==> src/rtl/sysbus_arbiter.sv <==
// sysbus_arbiter: two-master round-robin arbiter with a burst hold limit and
// an address-region decoder for the shared system bus. Master 0 is the core,
// master 1 a secondary master such as a DMA/loader.
//
// Handshake: a master raises req and holds it, together with its
// rdwr/addr/wr_data/mask, until it sees gnt in the same cycle. gnt is
// combinational and means "this access is on the bus now". A granted read
// returns one cycle later as a single-cycle rvalid pulse on the issuing
// master only. rd_data is shared by both masters and is meaningful only
// while that master's rvalid is high. There is no backpressure on the
// response path.
module sysbus_arbiter #(
  parameter int         BURST_MAX   = 4,
  parameter logic [3:0] GEMM_REGION = 4'b1001
) (
  input  logic        clk,
  input  logic        rst,

  input  logic        m0_req,
  input  logic        m0_rdwr,
  input  logic [31:0] m0_addr,
  input  logic [31:0] m0_wr_data,
  input  logic [3:0]  m0_mask,
  output logic        m0_gnt,
  output logic        m0_rvalid,
  output logic [31:0] m0_rd_data,

  input  logic        m1_req,
  input  logic        m1_rdwr,
  input  logic [31:0] m1_addr,
  input  logic [31:0] m1_wr_data,
  input  logic [3:0]  m1_mask,
  output logic        m1_gnt,
  output logic        m1_rvalid,
  output logic [31:0] m1_rd_data,

  output logic        mem_en,
  output logic        gemm_en,
  output logic        bus_rdwr,
  output logic [31:0] bus_addr,
  output logic [31:0] bus_wr_data,
  output logic [3:0]  bus_mask,

  input  logic [31:0] mem_rd_data,
  input  logic [31:0] gemm_rd_data
);

  localparam int            HW       = $clog2(BURST_MAX + 1);
  localparam logic [HW-1:0] HOLD_MAX = HW'(BURST_MAX);
  localparam logic [HW-1:0] HOLD_ONE = HW'(1);

  // Arbitration state.
  logic          owner;     // last granted master
  logic [HW-1:0] hold_cnt;  // consecutive grants to owner, 0 after an idle cycle
  logic          rr_ptr;    // master favoured when both start together

  // In-flight read tracking.
  logic          rpend;
  logic          rtag;
  logic          rsel_mem;
  logic          rsel_gemm;

  // Grant decision results.
  logic          gnt_any;
  logic          gnt_id;

  logic          own_req;
  logic          oth_req;
  logic          claim;
  logic          is_gemm;
  logic          is_read;
  logic [31:0]   addr_mux;

  assign own_req = owner ? m1_req : m0_req;
  assign oth_req = owner ? m0_req : m1_req;
  // The owner only has a claim if it was granted in the previous cycle;
  // after an idle cycle a simultaneous request is settled by rr_ptr.
  assign claim   = (hold_cnt != '0);

  // Grant selection: owner keeps the bus until its burst budget runs out
  // while the other master waits, then the other master takes over.
  always_comb begin
    gnt_any = 1'b0;
    gnt_id  = 1'b0;
    if (rst) begin
      gnt_any = 1'b0;
    end else if (claim && own_req && ((hold_cnt < HOLD_MAX) || !oth_req)) begin
      gnt_any = 1'b1;
      gnt_id  = owner;
    end else if (claim && oth_req) begin
      gnt_any = 1'b1;
      gnt_id  = ~owner;
    end else if (m0_req ^ m1_req) begin
      gnt_any = 1'b1;
      gnt_id  = m1_req;
    end else if (m0_req && m1_req) begin
      gnt_any = 1'b1;
      gnt_id  = rr_ptr;
    end
  end

  assign m0_gnt = gnt_any & ~gnt_id;
  assign m1_gnt = gnt_any &  gnt_id;

  // Bus muxes: idle cycles fall back to master 0 with both enables low.
  always_comb begin
    addr_mux    = m0_addr;
    bus_rdwr    = m0_rdwr;
    bus_wr_data = m0_wr_data;
    bus_mask    = m0_mask;
    if (m1_gnt) begin
      addr_mux    = m1_addr;
      bus_rdwr    = m1_rdwr;
      bus_wr_data = m1_wr_data;
      bus_mask    = m1_mask;
    end
  end

  // Word-aligned downstream: the two low address bits are cleared.
  assign bus_addr = addr_mux & 32'hFFFF_FFFC;

  assign is_gemm = (bus_addr[31:28] == GEMM_REGION);
  assign gemm_en = gnt_any &  is_gemm;
  assign mem_en  = gnt_any & ~is_gemm;
  assign is_read = gnt_any & ~bus_rdwr;

  // Owner, burst counter and tie pointer update.
  always_ff @(posedge clk) begin
    if (rst) begin
      owner    <= 1'b0;
      hold_cnt <= '0;
      rr_ptr   <= 1'b0;
    end else if (gnt_any) begin
      if (gnt_id == owner) begin
        if (hold_cnt != HOLD_MAX) begin
          hold_cnt <= hold_cnt + HOLD_ONE;
        end
      end else begin
        owner    <= gnt_id;
        hold_cnt <= HOLD_ONE;
      end
      rr_ptr <= ~gnt_id;
    end else begin
      hold_cnt <= '0;
    end
  end

  // Read-return tracking: remember who read and from which region.
  always_ff @(posedge clk) begin
    if (rst) begin
      rpend     <= 1'b0;
      rtag      <= 1'b0;
      rsel_mem  <= 1'b0;
      rsel_gemm <= 1'b0;
    end else begin
      rpend <= is_read;
      if (is_read) begin
        rtag      <= gnt_id;
        rsel_mem  <= ~is_gemm;
        rsel_gemm <=  is_gemm;
      end
    end
  end

  // A reset arriving while a read is in flight suppresses its response.
  assign m0_rvalid = rpend & ~rtag & ~rst;
  assign m1_rvalid = rpend &  rtag & ~rst;

  logic [31:0] rd_data;
  always_comb begin
    rd_data = mem_rd_data;
    if (rsel_gemm) begin
      rd_data = gemm_rd_data;
    end else if (rsel_mem) begin
      rd_data = mem_rd_data;
    end
  end

  assign m0_rd_data = rd_data;
  assign m1_rd_data = rd_data;

endmodule

==> config.mk <==
export PLATFORM = sky130hd
export DESIGN_NAME = sysbus_arbiter
export DESIGN_NICKNAME = d
export VERILOG_FILES = /design/src/rtl/sysbus_arbiter.sv
export SDC_FILE = /design/constraint.sdc
export NUM_CORES = 1
export LEC_CHECK = 0
export BUFFER_PORTS_ARGS = -buffer_cell sky130_fd_sc_hd__buf_4
export CAP_MARGIN = 20
export CORE_AREA = 3 3 134 136
export DETAILED_ROUTE_END_ITERATION = 10
export DIE_AREA = 0 0 137 139
export PLACE_DENSITY_LB_ADDON = 0.12
export SYNTH_ARGS = -nofsm -noshare
export SYNTH_HDL_FRONTEND = slang
export SYNTH_SLANG_ARGS = --single-unit
==> constraint.sdc <==
create_clock -name clk -period 1.96 [get_ports clk]
set_input_delay 0.098 -clock clk [delete_from_list [all_inputs] [get_ports clk]]
set_output_delay 0.098 -clock clk [all_outputs]
set_load 0.005 [all_outputs]
==> key figures, run 1 <==
Status
  – Status: finished, violations left
  – Failing checks: negative setup slack

GRT
  – GR Layer Usage met2: 25.8%
  – Largest net degree at the start of global routing: 33
  – Met1 global-route usage: 14.1%
  – Vias in the first global route: 3,311
  – Antenna violations before repair: 1
  – First-pass GRT wire length: 19,600 um
  – Remaining global-route overflow: 0
  – Met3 Use GR: 3.88%
  – Top Usage Layer GRT: met2
  – GRT Total Usage: 13.5%

Clocking
  – CTS tree: built
  – TritonCTS buffer count: 3
  – Worst-path clk slew: 0.04 ns
  – Post-CTS Hold Fix Bufs: 0
  – Clock Path Buffers: 2
  – CTS sink count: 8
  – Clock root buffer: clkbuf_16
  – Worst-Skew Late Latency: 0.23 ns
  – Number of H-tree levels: 1

Place
  – Pre-CTS setup slack: -0.154 ns
  – Placer Congestion: 0.896
  – Final HPWL DP: 12,000 um
  – IO Port Bufs: 338
  – Placed Cells: 762

Floorplan
  – Total die area: 19,000 um^2
  – Die W: 137 um
  – Core ar.: 17,100 um^2
  – Height of the die: 139 um
  – Starting density of the core: 12.6%
  – FP Rows: 48
  – I/O Pins: 345

STA
  – F_max: 0.420 GHz
  – Final Skew: 0.00235 ns
  – Final setup violation count: 73
  – TNS Setup: -26.78 ns
  – Post-route minimum period: 2.38 ns
  – Final Hold Fails: 0
  – Final period utilization: 122%
  – RSZ-0062 raised after global routing: yes
  – Final worst setup slack: -0.423 ns
  – Max Slew Vio Count: 0
  – Worst hold slack: 0.0983 ns

Setup path
  – Reg2Reg Depth: 10
  – Slowest cell on the critical path: or3_4
  – WP data required: 1.86 ns
  – Setup crit end kind: output port
  – CP max FO: 13
  – Startpoint Class: flop
  – CP Class: reg -> out
  – Crit-path cells: inv_2, ha_4, nor2b_4, nor3_4, or3_4, nand2_8, buf_12, buf_16, mux2_4, buf_6
  – Worst path max stage delay: 0.41 ns
  – Worst EP arrival: 2.29 ns

Min path
  – Hold WC Path Type: in -> reg
  – Hold Crit Depth: 2

Synth
  – Largest area contributor in the netlist: mux2_2
  – Register area share after synthesis: 7.47%
  – Seq cells post-synth: 8
  – Largest cells by area after synthesis: mux2_2 (47%), buf_4 (14%), dfxtp_1 (7.5%), mux2_4 (5.6%), ha_1 (2.3%)
  – Cells after Synth: 226
  – Commonest cells in the netlist: mux2_2 (90), buf_4 (39), dfxtp_1 (8), mux2_4 (8), inv_1 (7)
  – YS warnings: 0
  – Syn avg cell area: 9.48 um^2
  – Synth top area share: 47.3%
  – Top_reg_cell synth: dfxtp_1
  – Top-count cell post-synth: mux2_2
  – Post-synth EDFFs: 0
  – Post-Syn Area: 2140 um^2
  – Ys async rst share: 0%
  – Netlist cell types: 45

Routing
  – Pre-antenna DRT Iters: 4
  – ANT nets after route: 0
  – Drt total wl: 14,300 um
  – DR iter-0 viols: 75
  – WL per Instance: 18.3 um
  – Via-to-Cell Ratio: 3.82
  – Detailed-route via count: 2,983
  – DRC: 0

Final layout
  – Final nets: 766
  – Share of cells above drive strength 1: 89.9%
  – Final non-filler cell total: 780
  – Layout area overhead: 161%

Pwr
  – Pwr/cell area: 474 nW/um^2
  – Leakage: 2.92 nW
  – Design Power: 2.65 mW
  – Maximum vdd drop: 0.000318 V

Job
  – Max_cap viols: 0
## kinds of logic (layout without fill, tap and decap cells)
family / Yosys count / count (layout) / synth area share (%)
buffers and inverters: 59 / 386 / 18.7
flip-flops: 8 / 8 / 7.47
adder cells (fa/ha/maj): 4 / 4 / 2.34
AO/OA/AOI/OAI: 21 / 21 / 7.82
multiplexers: 101 / 101 / 54.3
other: 1 / 3 / 0.175
AND/OR/NAND/NOR: 30 / 30 / 8.35
XOR/XNOR: 2 / 2 / 0.817
## state kept, by name (all words and copies together) (netlist names)
signal and cells:
hold_cnt 3, rtag 1, rsel_gemm 1, rr_ptr 1, owner 1, rpend 1
## path summary, 6_finish.rpt
check,from,end,slack [ns]
worst min-delay path,rst,owner$_SDFFE_PP0P_,0.1
worst max-delay path,hold_cnt[0]$_SDFFE_PP0P_,bus_addr[25],-0.42
worst min register to register,rr_ptr$_SDFFE_PP0P_,rr_ptr$_SDFFE_PP0P_,0.51
worst max register to register,hold_cnt[0]$_SDFFE_PP0P_,rsel_gemm$_SDFFE_PP0P_,-0.08
## per-layer routing
| layer | wire length (um) | share of wire (%) | vias up |
|---|---|---|---|
| met4 | 254 | 1.8 | 0 |
| met2 | 8020 | 56 | 122 |
| li1 | - | - | 1445 |
| met1 | 4990 | 35 | 1402 |
| met5 | 0 | 0 | - |
| met3 | 988 | 6.9 | 14 |
## layout make-up
class                           instances  area, um^2
Clock buffer                            3        75.1
Inverter                                8        32.5
Fill cell                            1853       11500
Tap cell                              225         282
Timing Repair Buffer                  375        3190
Antenna cell                            1        2.50
Sequential cell                         8         165
Multi-Input combinational cell        160        1850
## cells in the final DEF, fill, tap and decap left out, types with 3 or more instances in the layout
master,netlist,layout
mux2_4,8,53
inv_1,7,5
buf_12,0,4
clkbuf_16,0,5
dfxtp_1,8,6
nand3b_1,3,3
mux2_2,90,45
buf_16,0,4
nand2_1,5,5
ha_1,4,3
buf_6,4,56
buf_4,39,309
nor3_1,6,4
nor2_1,3,3
## timing repair
item / CTS / global route
setup buffers: 5 / 5
endpoints found under the setup margin: 72 / 73
pin swaps: 3 / 6
resized for setup: 60 / 65
gates cloned: 4 / 2
## power breakdown
part | switching [mW] | internal [mW]
Sequential | 0.0147 | 0.185
Clock | 0.0877 | 0.264
Combinational | 0.714 | 1.38
Total | 0.817 | 1.83
## critical path: cells and delay by family, from the launching register on
family | cells | cell delay [ns]
mux | 1 | 0.32
fa+ha+maj | 1 | 0.17
simple gates | 4 | 0.77
flops | 1 | 0.32
buf+inv | 4 | 0.48
## stage by stage
stage	util (%)	instance area [um^2]
floorplan	-	2170
finish	32.8	5590
CTS	31.1	5300
global placement	28.3	4830
global route	32.8	5590
detailed placement	28.3	4830
No activity file was read; power rests on OpenSTA's default activity.
==> inputs of run 2 (changes only) <==
- PLACE_DENSITY: default -> 0.43
- PLACE_DENSITY_LB_ADDON: 0.12 -> default
- TNS_END_PERCENT: default -> 50
==> run 2 against run 1 <==
Net effect:
- the run still ends with negative setup slack left
- combinational power is 11% lower
- clock power hardly changed
- first-iteration DRC count is 25% higher
==> key figures, run 2 (synthesis results as in run 1) <==
Pwr
  – Combinational fraction of design power: 77.1%
  – Pint: 1.66 mW
  – Pwr/cell area: 459 nW/um^2
  – Leakage: 2.71 nW
  – Net Switching: 0.758 mW
  – Sw Ratio: 31.4%
  – Sequential share of power: 8.4%
  – Maximum vdd drop: 0.000296 V
  – Design Power: 2.42 mW
  – Clock Power Share: 14.5%

Final layout
  – Fin util: 30.9%
  – Most frequent cells in the layout: buf_4 (323), mux2_2 (65), buf_6 (34), mux2_4 (33)
  – Layout area overhead: 146%
  – Share of cells above drive strength 1: 89.9%
  – Final non-filler cell total: 767
  – Final nets: 754
  – Top reg by flops: hold_cnt
  – Antenna fix cells: 0
  – Commonest non-fill, non-tap cell in the layout: buf_4
  – Fin area: 5270 um^2
  – Max FFs per register: 3

GRT
  – Antenna violations before repair: 0
  – Largest net degree at the start of global routing: 34
  – Remaining global-route overflow: 0
  – GRT Total Usage: 12.7%
  – Vias in the first global route: 3,111
  – First-pass GRT wire length: 18,800 um

Setup path
  – Slowest cell on the critical path: or3_4
  – Worst EP arrival: 2.24 ns
  – WP data required: 1.86 ns
  – Buf+Inv Stages, Crit Path: 2
  – CP Class: reg -> out
  – Startpoint Class: flop
  – Setup crit end kind: output port
  – Worst path max stage delay: 0.45 ns
  – Crit-path cells: mux2i_1, o311ai_2, or3_4, nand2_8, clkbuf_16, mux2_2, buf_4
  – CP max FO: 8
  – Family with the most delay on the worst path: simple AND/OR/NAND/NOR gates

STA
  – Max Slew Vio Count: 0
  – Final setup violation count: 71
  – F_max: 0.428 GHz
  – Worst hold slack: 0.0981 ns
  – TNS Setup: -23.35 ns
  – Post-route minimum period: 2.34 ns
  – Final period utilization: 119%
  – Final Hold Fails: 0
  – Final worst setup slack: -0.378 ns
  – Final Skew: 0.00199 ns
  – RSZ-0062 raised after global routing: yes

Clocking
  – Worst-Skew Late Latency: 0.24 ns
  – Worst-path clk slew: 0.04 ns
  – Post-CTS Hold Fix Bufs: 0
  – Clock Path Buffers: 2
  – TritonCTS buffer count: 3
  – CTS tree: built
  – CTS sink count: 8
  – Clock root buffer: clkbuf_16
  – Number of H-tree levels: 1

Routing
  – Detailed-route via count: 2,916
  – WL per Instance: 18.1 um
  – DR iter-0 viols: 94
  – DRC: 0
  – Drt total wl: 13,900 um
  – Pre-antenna DRT Iters: 3
  – Via-to-Cell Ratio: 3.80
  – ANT nets after route: 0

Status
  – Failing checks: negative setup slack
  – Status: finished, violations left

Floorplan
  – Total die area: 19,000 um^2
  – Core ar.: 17,100 um^2
  – Die W: 137 um
  – FP Rows: 48
  – Height of the die: 139 um
  – Starting density of the core: 12.6%
  – I/O Pins: 345

Place
  – IO Port Bufs: 338
  – Dpl cell area: 4790 um^2
  – Placed Cells: 759
  – Placer Congestion: 0.916
  – Pre-CTS setup slack: -0.158 ns
  – Final HPWL DP: 11,900 um

Job
  – Max_cap viols: 0

Min path
  – Hold WC Path Type: in -> reg
==> run 2: worst paths after layout <==
| kind | startpoint | endpoint | slack, ns | cells after the start |
|---|---|---|---|---|
| worst min-delay path | rst | owner$_SDFFE_PP0P_ | 0.1 | 2 |
| worst max register to register | owner$_SDFFE_PP0P_ | rsel_gemm$_SDFFE_PP0P_ | 0.03 | 7 |
| worst min register to register | rr_ptr$_SDFFE_PP0P_ | rr_ptr$_SDFFE_PP0P_ | 0.50 | 2 |
| worst max-delay path | owner$_SDFFE_PP0P_ | bus_addr[31] | -0.38 | 7 |
==> run 2: cell type report <==
| class | count | area, um^2 |
|---|---|---|
| well taps | 225 | 282 |
| fillers | 1866 | 11800 |
| inverters | 8 | 32.5 |
| flip-flops and latches | 8 | 168 |
| clock buffers | 3 | 75.1 |
| multi-input cells | 160 | 1760 |
| repair buffers | 363 | 2950 |
==> run 2: worst register-to-register path: cells and delay by family, from the launching register on <==
kind | cells | cell delay (ns)
AND/OR/NAND/NOR | 2 | 0.61
buffers and inverters | 2 | 0.24
AO/OA/AOI/OAI | 2 | 0.37
multiplexers | 1 | 0.23
flip-flops | 1 | 0.37
==> run 2: power groups by stage <==
stage | clock, mW | combinational (mW) | sequential, mW
floorplan | 0 | 0.745 | 0.196
global placement | 0 | 1.58 | 0.203
detailed placement | 0 | 1.58 | 0.203
CTS | 0.362 | 1.65 | 0.202
global route | 0.367 | 1.99 | 0.206
finish | 0.351 | 1.86 | 0.203
==> run 2: repair_timing <==
item | CTS | global route
resized for setup | 9 | 69
setup buffers | 0 | 1
pin swaps | 1 | 4
gates cloned | 1 | 3
setup endpoints to repair | 72 | 73
==> run 2: per-layer routing <==
layer	vias up	GRT usage (%)	wire [um]
li1	1412	-	-
met4	0	2.05	276
met5	-	0	0
met2	128	23.9	7620
met1	1358	14.2	5000
met3	18	3.56	978
==> inputs of run 3 (changes only) <==
- GPL_TIMING_DRIVEN: default -> 0
==> run 3 against run 2 <==
Net effect:
- the flow still finishes with violations (negative setup slack)
- first-iteration DRC count increased by 8.5%
- non-clock buffer count is 46 higher
- fmax decreased by 3.9%
- via count increased by 6.0%
- worst hold slack better by 0.0097 ns
- cell count increased by 6.1%
- largest cell class unchanged
==> key figures, run 3 (synthesis results as in run 1) <==
Setup path
  – Startpoint Class: flop
  – Worst EP arrival: 2.34 ns
  – WP data required: 1.86 ns
  – Slowest cell on the critical path: or3_4
  – CP Class: reg -> out
  – CP max FO: 6
  – Crit-path cells: inv_2, ha_4, nor2b_4, nor3_4, or3_4, nand2_8, buf_8, clkbuf_16, mux2_4, buf_6
  – Setup crit end kind: output port
  – Worst path max stage delay: 0.45 ns

Routing
  – Pre-antenna DRT Iters: 4
  – Drt total wl: 14,500 um
  – DRC: 0
  – Via-to-Cell Ratio: 3.80
  – WL per Instance: 17.8 um
  – DR iter-0 viols: 102
  – ANT nets after route: 0
  – Detailed-route via count: 3,091

Floorplan
  – Die W: 137 um
  – Starting density of the core: 12.6%
  – Height of the die: 139 um
  – FP Rows: 48
  – Total die area: 19,000 um^2
  – I/O Pins: 345
  – Core ar.: 17,100 um^2

GRT
  – Antenna violations before repair: 0
  – Vias in the first global route: 3,349
  – GRT Total Usage: 13.7%
  – Largest net degree at the start of global routing: 11
  – First-pass GRT wire length: 20,100 um
  – Remaining global-route overflow: 0

STA
  – RSZ-0062 raised after global routing: yes
  – Final period utilization: 124%
  – Final Hold Fails: 0
  – Max Slew Vio Count: 0
  – Final Skew: 0.00283 ns
  – F_max: 0.411 GHz
  – Relative slew margins: 58.3%
  – Final worst setup slack: -0.474 ns
  – Post-route minimum period: 2.43 ns
  – Measured slew at the worst slew-check pin: 0.621 ns
  – Final setup violation count: 76

Pwr
  – Leakage: 3.17 nW
  – Sequential share of power: 6.9%
  – Combinational fraction of design power: 81.1%
  – Pwr/cell area: 473 nW/um^2
  – Maximum vdd drop: 0.000249 V
  – Pint: 1.96 mW
  – Clock Power Share: 12.0%
  – Design Power: 2.84 mW
  – Sw Ratio: 30.8%
  – Net Switching: 0.874 mW

Final layout
  – Max FFs per register: 3
  – Area of the multi-input gates: 1920 um^2
  – Final non-filler cell total: 814
  – Share of cells above drive strength 1: 90.3%
  – Final nets: 801
  – Commonest non-fill, non-tap cell in the layout: buf_4
  – Most frequent cells in the layout: buf_4 (315), buf_6 (72), mux2_4 (66), mux2_2 (32), buf_12 (8)
  – Fillers: 1,796
  – Sequential Area: 164 um^2
  – Top reg by flops: hold_cnt
  – Antenna fix cells: 0
  – Layout area overhead: 180%

Job
  – Max_cap viols: 0

Clocking
  – Clock Path Buffers: 2
  – Post-CTS Hold Fix Bufs: 0
  – CTS tree: built
  – TritonCTS buffer count: 3
  – Worst-Skew Late Latency: 0.23 ns
  – Number of H-tree levels: 1
  – CTS sink count: 8
  – Clock root buffer: clkbuf_16
  – Worst-path clk slew: 0.04 ns

Status
  – Status: finished, violations left
  – Failing checks: negative setup slack

Min path
  – Hold WC Path Type: in -> reg

Place
  – Placed Cells: 789
  – Placer Congestion: 0.855
  – Final HPWL DP: 12,200 um
  – Pre-CTS setup slack: -0.370 ns
  – IO Port Bufs: 337
## run 3: cell type report
cell class	count	area share [%]
well taps	225	4.70
multi-input cells	161	32.0
flip-flops and latches	8	2.73
inverters	8	0.626
repair buffers	360	51.5
clock buffers	3	1.25
plain buffers	49	7.28
## run 3: routing by layer
metal	global-route usage, %	wire (um)	vias to the layer above
met3	3.70	1010	12
met2	26.6	8030	124
li1	-	-	1510
met5	0	0	-
met1	15.2	5320	1445
met4	1.26	140	0
## run 3: final timing paths
kind | start | endpoint | slack, ns | depth (start not counted)
max | hold_cnt[0]$_SDFFE_PP0P_ | bus_wr_data[3] | -0.47 | 10
max reg2reg | hold_cnt[0]$_SDFFE_PP0P_ | rsel_gemm$_SDFFE_PP0P_ | -0.22 | 11
min reg2reg | rtag$_SDFFE_PP0P_ | rtag$_SDFFE_PP0P_ | 0.52 | 2
min | m1_rdwr | rpend$_SDFF_PP0_ | 0.11 | 2
## run 3: what timing repair did
action	4_1_cts	5_1_grt
gates resized for setup	115	69
gates cloned	4	2
pin swaps	4	7
hold endpoints to repair	0	0
setup buffers	13	7
setup endpoints to repair	134	76
## run 3: worst max-delay path, delay by kind of cell, from the launching register on
family / cells / cell delay [ns]
adder cells (fa/ha/maj): 1 / 0.17
buffers and inverters: 4 / 0.47
flip-flops: 1 / 0.32
multiplexers: 1 / 0.30
AND/OR/NAND/NOR: 4 / 0.85
## run 3: metrics by stage
step | util (%) | cell area [um^2] | hold WS (ns) | TNS [ns]
5_1_grt | 35.1 | 5990 | 0.117 | -34.79
6_report | 35.1 | 5990 | 0.108 | -27.97
3_5_place_dp | 29.2 | 4980 | 0.348 | -18.86
4_1_cts | 33.3 | 5680 | 0.108 | -29.78
3_3_place_gp | 29.2 | 4980 | 0.339 | -16.28
2_1_floorplan | - | 2170 | 0.197 | -0.0516
## run 3: power by group through the flow
stage	registers, mW	clock network, mW	logic, mW
global placement	0.197	0	1.63
detailed placement	0.198	0	1.64
finish	0.196	0.341	2.30
global route	0.198	0.358	2.44
floorplan	0.196	0	0.745
CTS	0.196	0.347	2.11
